`config.mk`:
```
export PLATFORM = sky130hd
export DESIGN_NAME = mac_operand_sequencer
export DESIGN_NICKNAME = d
export VERILOG_FILES = /design/src/rtl/mac_operand_sequencer.sv
export SDC_FILE = /design/constraint.sdc
export NUM_CORES = 1
export LEC_CHECK = 0
export ABC_AREA = 1
export CAP_MARGIN = 10
export CORE_MARGIN = 2
export CORE_UTILIZATION = 60
export DETAILED_ROUTE_END_ITERATION = 10
export PLACE_DENSITY_LB_ADDON = 0.08
export SETUP_SLACK_MARGIN = 0.5
export SLEW_MARGIN = 20
export SYNTH_ARGS = -nofsm -noshare
export SYNTH_HDL_FRONTEND = slang
export SYNTH_SLANG_ARGS = --single-unit
export TNS_END_PERCENT = 5
```
`constraint.sdc`:
```
create_clock -name clk_i -period 5.6 [get_ports clk_i]
set_clock_uncertainty 0.2 [all_clocks]
set_input_delay 1.12 -clock clk_i [delete_from_list [all_inputs] [get_ports clk_i]]
set_output_delay 1.12 -clock clk_i [all_outputs]
set_load 0.01 [all_outputs]
```
`src/rtl/mac_operand_sequencer.sv`:
```
// Operand sequencer for the vector MAC: buffers one input/weight vector pair, streams it into
// the MAC, waits for the result and holds it for a valid/ready consumer. Optional ACC_DELTA_EN.
module mac_operand_sequencer #(
    parameter int VEC_LEN = 8,
    parameter int DATA_W  = 8,
    parameter int ACC_W   = 32,
    parameter int ADDR_W  = 3,
    parameter int TIMEOUT = 15
) (
    input  logic              clk_i,
    input  logic              rst_i,
    input  logic              wr_en_i,
    input  logic              wr_sel_i,
    input  logic [ADDR_W-1:0] wr_addr_i,
    input  logic [DATA_W-1:0] wr_data_i,
    input  logic              start_i,
    output logic              busy_o,
    output logic              mac_enable_o,
    output logic              mac_valid_o,
    output logic [DATA_W-1:0] mac_input_o,
    output logic [DATA_W-1:0] mac_weight_o,
    input  logic [ACC_W-1:0]  mac_result_i,
    input  logic              mac_valid_i,
    output logic [ACC_W-1:0]  result_o,
    output logic              result_valid_o,
    input  logic              result_ready_i,
    output logic              timeout_o
);

    localparam int TMR_W = $clog2(TIMEOUT + 1);

    typedef enum logic [1:0] {
        ST_IDLE,
        ST_STREAM,
        ST_WAIT,
        ST_HOLD
    } state_t;

    state_t             state_q, state_d;
    logic [ADDR_W-1:0]  idx_q, idx_d;
    logic [TMR_W-1:0]   timer_q, timer_d;
    logic [ACC_W-1:0]   result_q, result_d;
    logic               timeout_q, timeout_d;
    logic               capture;
    logic               last_pair;
    logic               timer_expired;
    logic               wr_accept;

    logic [VEC_LEN-1:0][DATA_W-1:0] inbuf;
    logic [VEC_LEN-1:0][DATA_W-1:0] wbuf;

    // Writes are blocked only while the buffers are being read out.
    assign wr_accept     = wr_en_i && (state_q != ST_STREAM);
    assign last_pair     = (idx_q == ADDR_W'(VEC_LEN - 1));
    assign timer_expired = (timer_q == TMR_W'(TIMEOUT - 1));

    genvar gi;
    generate
        for (gi = 0; gi < VEC_LEN; gi++) begin : g_buf
            logic [DATA_W-1:0] in_q;
            logic [DATA_W-1:0] w_q;

            always_ff @(posedge clk_i) begin
                if (rst_i) begin
                    in_q <= '0;
                    w_q  <= '0;
                end else if (wr_accept && (wr_addr_i == ADDR_W'(gi))) begin
                    if (wr_sel_i) begin
                        w_q <= wr_data_i;
                    end else begin
                        in_q <= wr_data_i;
                    end
                end
            end

            assign inbuf[gi] = in_q;
            assign wbuf[gi]  = w_q;
        end
    endgenerate

    always_ff @(posedge clk_i) begin
        if (rst_i) begin
            state_q   <= ST_IDLE;
            idx_q     <= '0;
            timer_q   <= '0;
            result_q  <= '0;
            timeout_q <= 1'b0;
        end else begin
            state_q   <= state_d;
            idx_q     <= idx_d;
            timer_q   <= timer_d;
            result_q  <= result_d;
            timeout_q <= timeout_d;
        end
    end

    always_comb begin
        state_d   = state_q;
        idx_d     = idx_q;
        timer_d   = timer_q;
        timeout_d = 1'b0;
        capture   = 1'b0;
        case (state_q)
            ST_IDLE: begin
                if (start_i) begin
                    state_d = ST_STREAM;
                    idx_d   = '0;
                end
            end
            ST_STREAM: begin
                if (last_pair) begin
                    state_d = ST_WAIT;
                    idx_d   = '0;
                    timer_d = '0;
                end else begin
                    idx_d = idx_q + 1'b1;
                end
            end
            ST_WAIT: begin
                // A result arriving on the expiry cycle takes priority over the abort.
                if (mac_valid_i) begin
                    capture = 1'b1;
                    state_d = ST_HOLD;
                end else if (timer_expired) begin
                    timeout_d = 1'b1;
                    state_d   = ST_IDLE;
                end else begin
                    timer_d = timer_q + 1'b1;
                end
            end
            ST_HOLD: begin
                if (result_ready_i) begin
                    state_d = ST_IDLE;
                end
            end
            default: begin
                state_d = ST_IDLE;
            end
        endcase
    end

`ifdef ACC_DELTA_EN
    // The MAC never clears, so report each vector as the difference from the last accepted total.
    logic [ACC_W-1:0] raw_q;
    logic [ACC_W-1:0] base_q;
    logic             handshake;

    assign handshake = (state_q == ST_HOLD) && result_ready_i;

    always_ff @(posedge clk_i) begin
        if (rst_i) begin
            raw_q  <= '0;
            base_q <= '0;
        end else begin
            if (capture) begin
                raw_q <= mac_result_i;
            end
            if (handshake) begin
                base_q <= raw_q;
            end
        end
    end

    always_comb begin
        result_d = result_q;
        if (capture) begin
            result_d = mac_result_i - base_q;
        end
    end
`else
    always_comb begin
        result_d = result_q;
        if (capture) begin
            result_d = mac_result_i;
        end
    end
`endif

    always_comb begin
        busy_o         = (state_q != ST_IDLE);
        mac_enable_o   = (state_q == ST_STREAM) || (state_q == ST_WAIT);
        mac_valid_o    = 1'b0;
        mac_input_o    = '0;
        mac_weight_o   = '0;
        result_valid_o = (state_q == ST_HOLD);
        result_o       = result_q;
        timeout_o      = timeout_q;
        if (state_q == ST_STREAM) begin
            mac_valid_o  = last_pair;
            mac_input_o  = inbuf[idx_q];
            mac_weight_o = wbuf[idx_q];
        end
    end

endmodule

```
# [Word level (Yosys, flattened, before mapping)]
# Cells that the tools add are included.
[word_totals] output_inout_bits=53 ff_bits=170 input_bits=50
[classes] bitwise_logic=2 n_lt_le_gt_ge=1 n_mux=23 n_reduce_logical=35 n_addsub=2 n_eq_ne=19
[op_table] op="$bmux W8 S3" n=2
[op_table] op="$reduce_and A2 Y1" n=17
[op_table] op="$mux W8" n=4
[op_table] op="$eq A3 B3 Y1 const B" n=5
[op_table] op="$mux W4" n=3
[op_table] op="$mux W2" n=5
[op_table] op="$logic_and A1 B1 Y1" n=9
[op_table] op="$ne A2 B2 Y1 const B" n=4
[op_table] op="$pmux W2 S4" n=1
[op_table] op="$pmux W4 S2" n=1
[op_table] op="$reduce_and A4 Y1" n=2
[op_table] op="$eq A3 B2 Y1 const B" n=2
[op_table] op="$mux W3" n=2
[op_table] op="$pmux W3 S2" n=1
[op_table] op="$reduce_bool A2 Y1" n=3
[op_table] op="$add A4 B1 Y4 const B" n=1
[op_table] op="$eq A2 B2 Y1 const B" n=2
[op_table] op="$eq A4 B4 Y1 const B" n=1
[op_table] op="$lt A3 B4 Y1 const B" n=1
[op_table] op="$mux W1" n=4
[op_table] op="$ne A2 B1 Y1 const B" n=2
[op_table] op="$add A3 B1 Y3 const B" n=1
[op_table] op="$eq A3 B1 Y1 const B" n=1
[op_table] op="$logic_not A3 Y1" n=1
[op_table] op="6 further kinds" n=7

# [Longest topological paths before layout]
# Gate-level depths: netlist of run 1.
[depth] depth_word=4 depth_mapped=9

# [Worst setup path before layout of run 1]
# OpenSTA, ideal clock, no wires.
[synth_path] kind="register to output" from="reg state_q[1]" to="out mac_input_o[0]" required_ns=4.280 path_stages_with_launch=7 arrival_time_ns=1.454 slack_ns=2.826 path_cell_list="dfxtp_1 inv_1 ha_1 clkbuf_1 buf_2 nand2_1 nor2_1"
[synth_via] elab_chain_cells=2
[synth_rtl] element="start: declaration" line_no="39" text="state_t state_q, state_d;"
[synth_rtl] element="start signal: assignment" line_no="89" text="state_q <= state_d;"
[synth_rtl] element="$eq A2 B1 Y1" line_no="188" text="if (state_q == ST_STREAM) begin"
[synth_rtl] element="$mux W8" line_no="188"
[synth_rtl] element="end: declaration" line_no="20" text="output logic [DATA_W-1:0] mac_input_o,"
# No other way between the ends.

# [Final worst setup path of run 1]
[layout_path] from="reg idx_q[1]" to="out mac_input_o[0]"
[layout_via] elab_chain_cells=3
[layout_rtl] element="start: declaration" line_no="40" text="logic [ADDR_W-1:0] idx_q, idx_d;"
[layout_rtl] element="start signal: assignment" line_no="90" text="idx_q <= idx_d;"
[layout_rtl] element="$bmux W8 S3" line_no="190" text="mac_input_o = inbuf[idx_q];"
[layout_rtl] element="$mux W8 (implied by the code)" line_no="190"
[layout_rtl] element="$mux W8" line_no="188"
# No other way between the ends. The select of a mux whose other input is x is not followed.

==> qor.yml, run 1 <==
hold_start: "g_buf[3].in_q[4]$_SDFFE_PP0P_"
setup_viol_count_final: 0
first_iter_violations: 862
worstPathCellList: "inv_1, nor2_1, nand2_1, nand3_1, nand2_1, nor2_1, clkdlybuf4s50_1"
async_flop_share: 0
hold_depth: 2
ant_nets: 0
stdcell_count: 1428
rows: 42
fp.dieH_microns: 120
root_buffer: "clkbuf_16"
cellPowerDensity_nw_per_um2: 373
p_leak_uw: 0.00362
placedInstanceArea_sq_um: 8930
wire_per_inst_microns: 15.3
status: "finished clean"
core_area_sq_um: 13100
num_vias: 7914
synth_cell_type_count: 24
mappedNetlistArea_sq_um: 8030
max_freq_mhz: 222
maxCapViolCount: 0
p_total_uw: 3560
area_delta_synth_final_pct: 18.8
path_clk_slew_ns: 0.06
grt_start_max_net_pins: 116
cts.repair.resized: 0
synth_edf_count: 0
place_congestion: 0.911
drtPass1Iterations: 5
post_synth.cell_area_avg_sq_um: 6.72
cts_tree: "built"
arrival_ns: 3.18
cts_buffer_depth: 2
path_class: "reg2out"
start_util: 0.611
muxShareOfSynthArea: 0
cp_top_family: "buffers and inverters"
io_pins: 103
synth-seq-cells: 170
synth_simple_gate_area_frac: 0.345
drt_wl_total_microns: 21800
worstMarginPinSlew_ns: 1.09
htree_levels: 4
route.detailed.drc: 0
critical_path.max_fanout: 51
yosys.area_share.xor_xnor: 0.00109
fin_crit_sh: 0.804
endpoint_kind: "output port"
synth_top_family_by_area: "simple AND/OR/NAND/NOR gates"
avgViaCountPerCell: 5.54
dieArea_sq_um: 14300
reg2regPathDepth: 8
layout_min_cycle_time_ns: 4.50
r2r_slack_ns: 2.34
portBuffers: 102
cts_made_buffers: 17
placed_cells: 1395
overflow: 0
min_path_type: "reg2reg"
yosys_most_used_dff: "dfxtp_1"
dp_hpwl_microns: 14000
maxSlewHeadroom: 0.272
final_layout_size_suffix_gt1_frac: 0.0463
fin_tns_setup_ns: 0
antenna_found_initial: 0
grt_pass1_vias: 7254
r2r-end: "g_buf[1].w_q[7]$_SDFFE_PP0P_"
post_cts_buffers: 0
synth_compound_area_frac: 0.133
cp_slowest_cell: "dfxtp_2"
rsz0062_at_grt: "no"
clk_latency_ns: 0.43
grt_usage: 0.315
syn_inst: 1195
ys_warn_count: 0
die_w_microns: 120
design_area_sq_um: 9540
report.final.slew_viol_count: 0
irDropWorstVdd_v: 0.000313
ys_seq_area_frac: 0.424
cts_hold_buf: 0
path_buf_inv: 2
fin_nets: 1297
cp_slowest_stage_delay_ns: 0.98
startpoint_type: "register"
synth_fp_nets: 1253
cp_data_required_time_ns: 4.28
hold_path_end: "g_buf[3].in_q[4]$_SDFFE_PP0P_"
final-hold-violation-count: 0
antenna_cells: 0
clkSinkCount: 170
grt_pass1_wl_microns: 36000
synth-adder-area-share: 0.0125
r2r_start: "state_q[1]$_SDFFE_PP0P_"
## sequential cells by signal, indices dropped and copies added (netlist names)
register,cells
timeout_o,1
result_o,32
timer_q,4
idx_q,3
state_q,2
g_buf.in_q,64
g_buf.w_q,64
## cells in the mapped netlist, types with 10 or more instances
library cell / n / area (sq um)
nor2_1: 302 / 1130
o211ai_1: 16 / 120
dfxtp_1: 170 / 3400
a21oi_1: 88 / 440
o21ai_0: 101 / 505
clkbuf_1: 41 / 154
buf_2: 24 / 120
inv_1: 75 / 282
buf_1: 10 / 37.5
nand2_1: 217 / 815
nand3_1: 81 / 405
nand4_1: 33 / 206
## layout make-up
| class | count | area [sq um] |
|---|---|---|
| Multi-Input combinational cell | 863 | 3950 |
| Fill cell | 1149 | 3600 |
| Sequential cell | 170 | 3410 |
| Timing Repair Buffer | 109 | 1090 |
| Clock buffer | 26 | 519 |
| Inverter | 78 | 294 |
| Tap cell | 176 | 220 |
| Clock inverter | 6 | 60.1 |
## how the worst max path moves through the flow
stage,cells past startpoint,end,startpoint
final,7,mac_input_o[0],idx_q[1]$_SDFFE_PP0P_
after global routing,7,mac_input_o[0],idx_q[1]$_SDFFE_PP0P_
after CTS,7,mac_input_o[0],idx_q[1]$_SDFFE_PP0P_
after detailed placement,7,mac_input_o[0],idx_q[1]$_SDFFE_PP0P_
after global placement,7,mac_input_o[0],idx_q[1]$_SDFFE_PP0P_
after floorplan,6,mac_input_o[0],state_q[1]$_SDFFE_PP0P_
## placed cells by master, fill, tap and decap left out, types with 3 or more instances in the layout
cell,count
nand3_1,81
ha_1,8
dfxtp_1,168
o211ai_1,16
a21oi_1,88
nor2_4,4
inv_1,74
clkbuf_16,17
clkinv_2,4
clkbuf_8,6
nor3_4,7
nor2_1,302
clkbuf_1,3
nand2_1,217
inv_2,3
buf_4,6
clkdlybuf4s50_1,101
nand4_1,33
o21ai_0,101
## logic make-up after synthesis
kind of cell / Yosys count
AND/OR/NAND/NOR: 649
AO/OA/AOI/OAI: 205
XOR/XNOR: 1
adder cells (fa/ha/maj): 8
buffers and inverters: 162
flip-flops: 170
## where the power goes
part	switching (uW)	internal [uW]
Combinational	645	388
Sequential	87.4	1280
Clock	471	681
Total	1200	2350
## layer usage
metal  GRT usage  vias up  wire length (microns)
li1            -     3937                      -
met1       0.410     3602                   9260
met2       0.512      335                  10200
met3      0.0803       40                   1930
met4       0.104        0                    424
met5           0        -                      0
## worst register-to-register path, delay by kind of cell, from the launching register on
kind / cells / cell delay (ns)
adders and majority gates: 1 / 0.56
buffers and inverters: 2 / 0.50
DFF: 1 / 0.37
and+or+nand+nor: 5 / 1.57
## stage by stage
stage | utilization | hold WS (ns) | worst slack, ns
4_1_cts | 0.724 | 0.255 | 1.11
5_1_grt | 0.726 | 0.274 | 0.847
6_report | 0.726 | 0.254 | 1.10
3_3_place_gp | 0.680 | 0.240 | 1.61
2_1_floorplan | - | 0.229 | 2.83
3_5_place_dp | 0.680 | 0.246 | 1.56
Power figures use the tool's default switching activity.
==> run 2: changes to the inputs <==
CORE_UTILIZATION = 50   (was 60)
clock period = 4 ns   (was 5.6 ns; I/O delays follow)
==> run 2 against run 1 <==
Compared with the run above:
- register-to-register slack worse by 0.77 ns
- via count is 2.7% lower
- critical endpoint is now mac_input_o[1]
- cell area is 2.6% higher
- cell count grew 3.8%
- die area up 19%
- setup slack worse by 0.46 ns
- critical path type unchanged
- sequential share of layout area fell by 0.87 points
==> qor.yml, run 2 (same netlist as run 1, synthesis figures left out) <==
min_path_type: "reg2reg"
ant_nets: 0  # unchanged
area_delta_synth_final_pct: 21.8
avgViaCountPerCell: 5.19  # -6.3%
grt_pass1_vias: 6976  # -3.8%
status: "finished clean"
nFillCells: 1518  # +32%
placed_cells: 1449  # +3.9%
grt_start_max_net_pins: 115  # -0.86%
clk_latency_ns: 0.43  # about the same
portBuffers: 102  # unchanged
die_w_microns: 131  # +9.2%
final_common_cell: "nor2_1"
cts_buffer_depth: 2  # unchanged
clkSinkCount: 170  # unchanged
setup_ws_ns: 0.635  # -0.464 ns
dp_hpwl_microns: 14000  # -0.39%
grt_usage: 0.267  # -0.0477
cts_hold_buf: 0  # unchanged
report.final.slew_viol_count: 0  # unchanged
dieArea_sq_um: 17100  # +19%
cts_tree: "built"
maxSlewHeadroom: 0.553  # +0.281
p_leak_uw: 0.00372  # +2.8%
place_congestion: 0.840  # -7.8%
num_vias: 7698  # -2.7%
final-hold-violation-count: 0  # unchanged
wire_per_inst_microns: 14.9  # -2.6%
cellPowerDensity_nw_per_um2: 527  # +41%
hold_path_end: "g_buf[3].w_q[0]$_SDFFE_PP0P_"
drtPass1Iterations: 5  # unchanged
fin_nets: 1312  # +1.2%
fin_crit_sh: 0.841
fp.dieH_microns: 131  # +9.2%
route.detailed.drc: 0  # unchanged
final_cell_mix: "nor2_1, nand2_1, dfxtp_1"
r2r_start: "state_q[1]$_SDFFE_PP0P_"
maxCapViolCount: 0  # unchanged
antenna_found_initial: 0  # unchanged
fin_tns_setup_ns: 0  # unchanged
worstMarginPinSlew_ns: 0.668  # -0.424 ns
htree_levels: 4  # unchanged
rsz0062_at_grt: "no"
cp_data_required_time_ns: 3.00  # -1.28 ns
cts_made_buffers: 17  # unchanged
start_util: 0.509  # -0.102
stdcell_count: 1482  # +3.8%
final_layout_size_suffix_gt1_frac: 0.0592  # +0.0129
overflow: 0  # unchanged
critical_path.max_fanout: 17  # -67%
grt_pass1_wl_microns: 35600  # -1.4%
core_area_sq_um: 15800  # +20%
hold_start: "g_buf[3].w_q[0]$_SDFFE_PP0P_"
irDropWorstVdd_v: 0.000331  # +5.8%
setup_viol_count_final: 0  # unchanged
r2r_slack_ns: 1.57  # -0.77 ns
hold_depth: 2  # unchanged
arrival_ns: 2.37  # -0.81 ns
max_freq_mhz: 297
preCtsSetupSlack_ns: 0.863  # -0.694 ns
first_iter_violations: 720  # -16%
root_buffer: "clkbuf_16"
antenna_cells: 0  # unchanged
endpoint_kind: "output port"
layout_min_cycle_time_ns: 3.37
path_class: "reg2out"
startpoint_type: "register"
io_pins: 103  # unchanged
reg2regPathDepth: 7  # -1
path_clk_slew_ns: 0.06  # about the same
r2r-end: "g_buf[0].w_q[2]$_SDFFE_PP0P_"
drt_wl_total_microns: 22100  # +1.1%
rows: 46  # +9.5%
## run 2: worst max-delay path by stage
stage / cells after the start / to / slack, ns / from
after floorplan: 6 / mac_input_o[0] / 1.55 / state_q[1]$_SDFFE_PP0P_
after global placement: 5 / mac_input_o[5] / 0.90 / state_q[1]$_SDFFE_PP0P_
after detailed placement: 5 / mac_input_o[5] / 0.86 / state_q[1]$_SDFFE_PP0P_
after CTS: 7 / mac_input_o[5] / 0.51 / idx_q[1]$_SDFFE_PP0P_
after global routing: 6 / mac_input_o[1] / 0.52 / idx_q[0]$_SDFFE_PP0P_
final: 6 / mac_input_o[1] / 0.63 / idx_q[0]$_SDFFE_PP0P_
## run 2: layer usage
metal,vias to the layer above,global-route usage,share of wire
met1,3455,0.357,0.45
met2,253,0.422,0.45
met5,-,0,0
met4,0,0.0920,0.020
met3,32,0.0684,0.080
li1,3958,-,-
## run 2: metrics by stage
| step | hold slack [ns] | utilization | area, sq um | total power (uW) |
|---|---|---|---|---|
| after floorplan | 0.229 | - | 8030 | 2900 |
| after global routing | 0.272 | 0.620 | 9780 | 5460 |
| after detailed placement | 0.242 | 0.579 | 9130 | 3420 |
| after global placement | 0.239 | 0.579 | 9130 | 3410 |
| final | 0.251 | 0.620 | 9780 | 5150 |
| after CTS | 0.252 | 0.617 | 9730 | 5120 |
## run 2: layout make-up
class / instances / area [sq um] / share of cell area
Clock buffer: 24 / 492 / 0.0503
Sequential cell: 170 / 3410 / 0.349
Timing Repair Buffer: 124 / 1240 / 0.127
Tap cell: 216 / 270 / 0.0276
Clock inverter: 7 / 114 / 0.0116
Multi-Input combinational cell: 863 / 3950 / 0.404
Inverter: 78 / 302 / 0.0308
## run 2: where the power goes
part	internal (uW)	leakage, uW	switching, uW
Sequential	1800	0.00138	76.8
Clock	1040	0.000300	664
Combinational	584	0.00205	986
## run 2: critical path, cell delays in order (launching register included)
cell	delay (ns)
dfxtp_4	0.43
clkinvlp_4	0.29
o21ai_0	0.46
nand3_1	0.12
nand2_1	0.08
nor2_1	0.05
clkdlybuf4s50_1	0.51
## run 2: what timing repair did
item | in CTS | in global routing
setup endpoints to repair | 15 | 16
endpoints found under the hold margin | 0 | 0
gates cloned | 0 | 1
buffers inserted | 0 | 1
gates resized for setup | 1 | 4
